<file path="src/rtl/mips_multicycle_ctrl_pkg.sv">
// Shared encodings for the multicycle MIPS control unit: FSM states,
// primary opcodes, ALU operation classes and datapath mux selects.
package mips_ctrl_pkg;

  typedef enum logic [3:0] {
    S_FETCH    = 4'd0,
    S_DECODE   = 4'd1,
    S_EXEC     = 4'd2,
    S_R_WB     = 4'd3,
    S_MEM_ADDR = 4'd4,
    S_MEM_RD   = 4'd5,
    S_MEM_WB   = 4'd6,
    S_MEM_WR   = 4'd7,
    S_ADDI_EX  = 4'd8,
    S_ADDI_WB  = 4'd9,
    S_BRANCH   = 4'd10,
    S_JUMP     = 4'd11,
    S_TRAP     = 4'd12
  } state_t;

  localparam logic [5:0] OP_RTYPE = 6'h00;
  localparam logic [5:0] OP_LW    = 6'h23;
  localparam logic [5:0] OP_SW    = 6'h2B;
  localparam logic [5:0] OP_ADDI  = 6'h08;
  localparam logic [5:0] OP_BEQ   = 6'h04;
  localparam logic [5:0] OP_J     = 6'h02;

  localparam logic [1:0] ALUOP_ADD   = 2'b00;
  localparam logic [1:0] ALUOP_SUB   = 2'b01;
  localparam logic [1:0] ALUOP_FUNCT = 2'b10;

  localparam logic [1:0] SRCB_REG     = 2'b00;
  localparam logic [1:0] SRCB_FOUR    = 2'b01;
  localparam logic [1:0] SRCB_IMM     = 2'b10;
  localparam logic [1:0] SRCB_IMM_SH2 = 2'b11;

  localparam logic [1:0] PCSRC_ALU    = 2'b00;
  localparam logic [1:0] PCSRC_ALUOUT = 2'b01;
  localparam logic [1:0] PCSRC_JUMP   = 2'b10;

endpackage

</file>
<file path="src/rtl/mips_multicycle_ctrl_op_decode.sv">
// Combinational opcode classifier: exactly one of the class outputs is high
// for any opcode, with is_illegal catching everything unsupported.
module mips_op_decode
  import mips_ctrl_pkg::*;
(
  input  logic [5:0] opcode,
  output logic       is_rtype,
  output logic       is_lw,
  output logic       is_sw,
  output logic       is_addi,
  output logic       is_beq,
  output logic       is_j,
  output logic       is_illegal
);

  always_comb begin
    is_rtype   = 1'b0;
    is_lw      = 1'b0;
    is_sw      = 1'b0;
    is_addi    = 1'b0;
    is_beq     = 1'b0;
    is_j       = 1'b0;
    is_illegal = 1'b0;
    case (opcode)
      OP_RTYPE: is_rtype   = 1'b1;
      OP_LW:    is_lw      = 1'b1;
      OP_SW:    is_sw      = 1'b1;
      OP_ADDI:  is_addi    = 1'b1;
      OP_BEQ:   is_beq     = 1'b1;
      OP_J:     is_j       = 1'b1;
      default:  is_illegal = 1'b1;
    endcase
  end

endmodule

</file>
<file path="src/rtl/mips_multicycle_ctrl.sv">
// Multicycle MIPS main control FSM: sequences fetch/decode/execute/memory/
// writeback and decodes datapath controls from the current state.
module mips_multicycle_ctrl
  import mips_ctrl_pkg::*;
#(
  parameter logic TRAP_ON_ILLEGAL = 1'b1
) (
  input  logic       clk,
  input  logic       rst_n,
  input  logic [5:0] opcode,
  input  logic       zero,
  input  logic       mem_ready,
  output logic       mem_read,
  output logic       mem_write,
  output logic       i_or_d,
  output logic       ir_write,
  output logic       pc_en,
  output logic [1:0] pc_src,
  output logic [1:0] alu_op,
  output logic       alu_src_a,
  output logic [1:0] alu_src_b,
  output logic       reg_write,
  output logic       reg_dst,
  output logic       mem_to_reg,
  output logic       instr_done,
  output logic       illegal_op,
  output logic [3:0] state
);

  state_t state_reg;
  logic   illegal_reg;
  logic   pc_write, pc_write_cond;
  logic   is_rtype, is_lw, is_sw, is_addi, is_beq, is_j, is_illegal;

  mips_op_decode u_op_decode (
    .opcode     (opcode),
    .is_rtype   (is_rtype),
    .is_lw      (is_lw),
    .is_sw      (is_sw),
    .is_addi    (is_addi),
    .is_beq     (is_beq),
    .is_j       (is_j),
    .is_illegal (is_illegal)
  );

  always_ff @(posedge clk) begin
    if (!rst_n) begin
      state_reg   <= S_FETCH;
      illegal_reg <= 1'b0;
    end else begin
      if (state_reg == S_DECODE && is_illegal)
        illegal_reg <= 1'b1;
      case (state_reg)
        S_FETCH:    if (mem_ready) state_reg <= S_DECODE;
        S_DECODE: begin
          if (is_rtype)            state_reg <= S_EXEC;
          else if (is_lw || is_sw) state_reg <= S_MEM_ADDR;
          else if (is_addi)        state_reg <= S_ADDI_EX;
          else if (is_beq)         state_reg <= S_BRANCH;
          else if (is_j)           state_reg <= S_JUMP;
          else                     state_reg <= TRAP_ON_ILLEGAL ? S_TRAP : S_FETCH;
        end
        S_EXEC:     state_reg <= S_R_WB;
        S_MEM_ADDR: state_reg <= is_lw ? S_MEM_RD : S_MEM_WR;
        S_MEM_RD:   if (mem_ready) state_reg <= S_MEM_WB;
        S_MEM_WR:   if (mem_ready) state_reg <= S_FETCH;
        S_ADDI_EX:  state_reg <= S_ADDI_WB;
        S_TRAP:     state_reg <= S_TRAP;
        default:    state_reg <= S_FETCH;
      endcase
    end
  end

  // Output decode is combinational on the state register so that the
  // mem_ready-qualified strobes land in the same cycle the memory completes.
  always_comb begin
    mem_read      = 1'b0;
    mem_write     = 1'b0;
    i_or_d        = 1'b0;
    ir_write      = 1'b0;
    pc_write      = 1'b0;
    pc_write_cond = 1'b0;
    pc_src        = PCSRC_ALU;
    alu_op        = ALUOP_ADD;
    alu_src_a     = 1'b0;
    alu_src_b     = SRCB_REG;
    reg_write     = 1'b0;
    reg_dst       = 1'b0;
    mem_to_reg    = 1'b0;
    instr_done    = 1'b0;
    if (rst_n) begin
      case (state_reg)
        S_FETCH: begin
          mem_read  = 1'b1;
          alu_src_b = SRCB_FOUR;
          ir_write  = mem_ready;
          pc_write  = mem_ready;
        end
        S_DECODE:   alu_src_b = SRCB_IMM_SH2;
        S_EXEC: begin
          alu_src_a = 1'b1;
          alu_op    = ALUOP_FUNCT;
        end
        S_R_WB: begin
          reg_write  = 1'b1;
          reg_dst    = 1'b1;
          instr_done = 1'b1;
        end
        S_MEM_ADDR, S_ADDI_EX: begin
          alu_src_a = 1'b1;
          alu_src_b = SRCB_IMM;
        end
        S_MEM_RD: begin
          mem_read = 1'b1;
          i_or_d   = 1'b1;
        end
        S_MEM_WB: begin
          reg_write  = 1'b1;
          mem_to_reg = 1'b1;
          instr_done = 1'b1;
        end
        S_MEM_WR: begin
          mem_write  = 1'b1;
          i_or_d     = 1'b1;
          instr_done = mem_ready;
        end
        S_ADDI_WB: begin
          reg_write  = 1'b1;
          instr_done = 1'b1;
        end
        S_BRANCH: begin
          alu_src_a     = 1'b1;
          alu_op        = ALUOP_SUB;
          pc_write_cond = 1'b1;
          pc_src        = PCSRC_ALUOUT;
          instr_done    = 1'b1;
        end
        S_JUMP: begin
          pc_write   = 1'b1;
          pc_src     = PCSRC_JUMP;
          instr_done = 1'b1;
        end
        default: ;
      endcase
    end
  end

  assign pc_en      = pc_write | (pc_write_cond & zero);
  assign illegal_op = illegal_reg & rst_n;
  assign state      = state_reg;

endmodule
</file>
<file path="config.mk">
export PLATFORM = sky130hd
export DESIGN_NAME = mips_multicycle_ctrl
export DESIGN_NICKNAME = d
export VERILOG_FILES = /design/src/rtl/mips_multicycle_ctrl_pkg.sv /design/src/rtl/mips_multicycle_ctrl_op_decode.sv /design/src/rtl/mips_multicycle_ctrl.sv
export SDC_FILE = /design/constraint.sdc
export NUM_CORES = 1
export LEC_CHECK = 0
export BUFFER_PORTS_ARGS = -buffer_cell sky130_fd_sc_hd__buf_2
export CORE_AREA = 2 2 39 41
export DETAILED_ROUTE_END_ITERATION = 12
export DIE_AREA = 0 0 41 43
export PLACE_DENSITY = 0.84
export SLEW_MARGIN = 20
export SYNTH_ARGS = -nofsm -noshare
export SYNTH_HDL_FRONTEND = slang
export SYNTH_SLANG_ARGS = --single-unit
</file>
<file path="constraint.sdc">
create_clock -name clk -period 3.4 [get_ports clk]
set_clock_uncertainty 0.1 [all_clocks]
set_input_delay 0.17 -clock clk [delete_from_list [all_inputs] [get_ports clk]]
set_output_delay 0.17 -clock clk [all_outputs]
set_load 0.03 [all_outputs]
</file>
# Word level (Yosys, flattened, before mapping)
# Index checks and enable logic that the tools add are counted.
# word_totals
ff_bits	5
latchBits	0
ramBits	0
mem_bits_ro	0
in_bits	10
out_inout_bits	21
elab_cells	82
n_memories	0
# op_classes
n_addsub	0
n_mul	0
div	0
n_lt_le_gt_ge	0
eq_ne	20
shifts	0
mux	45
n_bitwise	3
n_reduce_logical	12
# op_table
op	count
$pmux W4 S8	1
$mux W1	27
$eq A4 B4 Y1 const B	5
$mux W4	5
$eq A4 B3 Y1 const B	4
$eq A6 B6 Y1 const B	2
$mux W3	3
$eq A4 B2 Y1 const B	2
$mux W2	4
$pmux W2 S2	2
$eq A6 B2 Y1 const B	1
$eq A6 B3 Y1 const B	1
$eq A6 B4 Y1 const B	1
$logic_not A6 Y1	1
$ne A2 B2 Y1 const B	3
$pmux W2 S3	1
$reduce_or A2 Y1	3
$reduce_or A6 Y1	1
$reduce_or A5 Y1	1
$eq A4 B1 Y1 const B	1
$logic_not A4 Y1	1
$pmux W1 S2	2
$reduce_or A4 Y1	1
$reduce_and A3 Y1	1
5 further kinds	6

# Depth between registers and ports, before layout
# logic_depth
depth_word	8
depth_mapped	5
mapped_depth_nobuf	4

# By module
# Synthesis repeated with hierarchy kept, for this count alone.
# hier_totals
cells_unflattened	100
area_unflattened_um2	708.2
# modules_own_cells
module	instances	cells_per_inst	area_each_um2
mips_multicycle_ctrl	1	87	610.6
mips_op_decode	1	13	97.6

# Worst setup path before layout
# No wires, ideal clock.
# synth_path
path_type	register to output
from	register state_reg[1] (netlist: state[1])
to	output port pc_en
arrival_time_ns	2.076
required_time_ns	3.130
slack_ns	1.054
stages_incl_launch_ff	5
path_buffers	1
path_cell_list	dfxtp_1 clkbuf_1 nand3_1 nor3_1 a211o_1
# synth_between
elab_chain_cells	5
elab_cells_between_ends	9
classes_between	2 x eq/ne; 4 x mux; 2 x bitwise; 1 x reduce/logical
# synth_lines
item	line_no	text
from (decl)	mips_multicycle_ctrl.sv:30	state_t state_reg;
from (signal assigned)	mips_multicycle_ctrl.sv:61	else state_reg <= TRAP_ON_ILLEGAL ? S_TRAP : S_FETCH;
from (signal assigned)	mips_multicycle_ctrl.sv:64	S_MEM_ADDR: state_reg <= is_lw ? S_MEM_RD : S_MEM_WR;
$eq A4 B4 Y1	mips_multicycle_ctrl.sv:92	case (state_reg)
$mux W1	mips_multicycle_ctrl.sv:92	
$mux W1	mips_multicycle_ctrl.sv:91	if (rst_n) begin
$and A1 B1 Y1	mips_multicycle_ctrl.sv:148	assign pc_en = pc_write | (pc_write_cond & zero);
$or A1 B1 Y1 (*)	mips_multicycle_ctrl.sv:148	
to (decl)	mips_multicycle_ctrl.sv:17	output logic pc_en,
# Every way passes the cells marked *; elsewhere a longest branch is shown, timed or not.

# Worst setup path after layout
# layout_path
from	register state_reg[0] (netlist: state[0])
to	output port reg_write
# layout_between
elab_chain_cells	4
elab_cells_between_ends	6
classes_between	3 x eq/ne; 2 x mux; 1 x reduce/logical
# layout_lines
item	line_no	text
$eq A4 B4 Y1 (tied with other cells)	mips_multicycle_ctrl.sv:92	
$reduce_or A3 Y1 (no source line) (*)	-	
$mux W1 (*)	mips_multicycle_ctrl.sv:92	
$mux W1 (*)	mips_multicycle_ctrl.sv:91	
to (decl)	mips_multicycle_ctrl.sv:22	output logic reg_write,
# Marks and branches as above.

==> impl_metrics.py <==
metrics = {
    "floorplanning": {
        "io_pins": 31,
        "die_w_um": 41,
        "dieArea_um2": 1763,
        "die_h_um": 43,
        "initial_core_util": 0.3978,
        "coreArea_um2": 1384,
        "fp-row-count": 14,
    },
    "detailed_routing": {
        "via_count": 676,
        "wl_mm": 1.476,
        "dr.pass1.iters": 4,
        "dr_wl_met2_um": 674,
        "topRoutingLayerUsed": "met4",
        "wl_met3_um": 102,
        "post_drt_wl_per_cell_um": 12.20,
        "routed_via_density": 5.587,
        "wl_met1_um": 677,
        "postRouteAntennaNets": 0,
        "route.detailed.drc": 0,
        "drtIter0Drc": 17,
    },
    "min_path": {
        "hp-class": "input port to register",
    },
    "critical_path": {
        "end_kind": "output pin",
        "required_ns": 3.13,
        "crit_fanout": 17,
        "cpPeakStageDelay_ns": 0.65,
        "critPathArrivalTime_ns": 1.72,
        "worst_path_max_delay_cell": "dfxtp_1",
        "cp_cell_sequence": "nand2b_1 > nand2_1 > nand3b_1 > a21boi_0 > buf_2",
        "crit_path_start_kind": "register",
        "critical_path_class": "register to output pin",
    },
    "cells_and_area": {
        "largest_register_ffs": 4,
        "nets": 116,
        "syn_to_final_growth_pct": 29.32,
        "final_common_cell": "buf_2",
        "num_antenna_cells": 0,
        "layout-drive-gt1-share": 0.3333,
        "fill_cells": 155,
        "final_cell_mix": "buf_2, nor2_1, nand2_1, o21ai_0",
    },
    "power_and_ir_drop": {
        "total_power_uw": 645.9,
        "peakVddDrop_mv": 0.4076,
        "p_leak_uw": 0.0003288,
        "powerDensity_nw_per_um2": 907.2,
    },
    "synth": {
        "synth_warnings": 0,
        "synthesis.nets": 89,
        "syn_area_um2": 550.5,
        "postSynthCellCount": 79,
        "yosysSeqAreaShare": 0.1818,
        "synth_edf_count": 0,
        "synth_area_per_cell_um2": 6.969,
        "yosys.area.top_type": "dfxtp_1",
        "netlist_top_cells_area": "dfxtp_1, nor2_1, o21ai_0",
        "synthDistinctLibCells": 34,
        "synth_top_area_frac": 0.1818,
        "ys.flop_type": "dfxtp_1",
        "ys_ff_latch": 5,
        "async_flop_share": 0,
    },
    "grt": {
        "grt_pass1_wl_mm": 2.221,
        "grt_usage": 0.1819,
        "overflow": 0,
        "grt_max_degree": 19,
        "antenna_found_initial": 0,
        "grt_pass1_vias": 541,
    },
    "clock_network": {
        "cts-resized-gates": 0,
        "cts-root-buf": "clkbuf_4",
        "clock-sinks": 5,
        "cts_buffer_depth": 2,
        "cts.clk_slew.worst_paths_ns": 0.05,
        "h-tree-depth": 1,
        "clkLatencyLatePin_ns": 0.25,
        "cts_hold_buf": 0,
        "post_cts_buffers": 0,
        "cts_tree": "done",
        "cts_buffers": 3,
    },
    "timing": {
        "worst_slew_pin_slew_ns": 0.6049,
        "fin_crit_ns": 1.993,
        "slew_headroom": 0.5962,
        "hold-worst-slack_ns": 0.1856,
        "finalSetupViolCount": 0,
        "finalCritPeriodShare": 0.5862,
        "drv_slew": 0,
        "fmax_mhz": 501.8,
        "setup_tns_ns": 0,
        "rsz0062_at_grt": "false",
        "hold_viol_final": 0,
    },
    "place": {
        "gp_congestion": 0.7705,
        "port_buffers": 30,
        "dpl.hpwl_mm": 1.120,
    },
    "run_status": {
        "status": "finished clean",
    },
    "job": {
        "cap_violations": 0,
    },
}
==> cell families after synthesis <==
kind of cell | synth area share
fa+ha+maj | 0.03637
flops | 0.1818
xor+xnor | 0.03182
buf+inv | 0.07727
simple gates | 0.3682
compound gates | 0.3046
==> report_power, final <==
part	switching [µW]	leakage [µW]	total [µW]	internal, µW
registers	80.2	0.0000412	165	84.3
logic	269	0.000273	407	138
clock network	29.6	0.0000150	74.3	44.7
total	379	0.000329	646	267
==> worst max-delay path, delay by kind of cell (launching register included) <==
kind            cells  cell delay (ns)
simple gates        3             0.46
flops               1             0.65
compound gates      1             0.15
buf+inv             1             0.21
==> metrics by stage <==
stage | setup WS (ns) | util | instances | cell area, µm²
global route | 1.278 | 0.5145 | 121 | 711.9
floorplan | 1.054 | - | 79 | 550.5
finish | 1.407 | 0.5145 | 121 | 711.9
CTS | 1.431 | 0.5145 | 121 | 711.9
global placement | 1.717 | 0.4955 | 117 | 685.7
detailed placement | 1.705 | 0.4955 | 117 | 685.7
==> metal layers <==
layer  vias to the layer above  track usage
li1                        346            -
met1                       297       0.2355
met2                        30       0.2750
met3                         3      0.04188
met4                         0      0.08000
met5                         -            0
==> final timing paths <==
check / from / endpoint / slack, ns / depth (start not counted)
worst max-delay path: state[0] / reg_write / 1.41 / 5
worst min register to register: illegal_reg / illegal_reg / 0.44 / 2
worst max register to register: state[0] / state[2] / 1.65 / 4
worst min-delay path: rst_n / state[2] / 0.19 / 2
==> layout make-up <==
type,count,area [µm²],area share
timing repair buffer,30,150.1,0.2109
sequential,5,100.1,0.1406
multi-input combinational,64,407.9,0.5729
clock buffer,4,26.28,0.03691
inverter,2,7.507,0.01054
tap,16,20.02,0.02812
==> synth_stat cells, types with 2 or more instances <==
cell      instances
clkbuf_1          6
a21boi_0          2
a21oi_1           3
nand3b_1          4
nor3_1            5
nand2_1           6
inv_1             2
and3_1            2
nand2b_1          3
o21ai_0           6
dfxtp_1           5
o211ai_1          2
maj3_1            2
nor2_1           11
(Power assumes the default switching activity.)
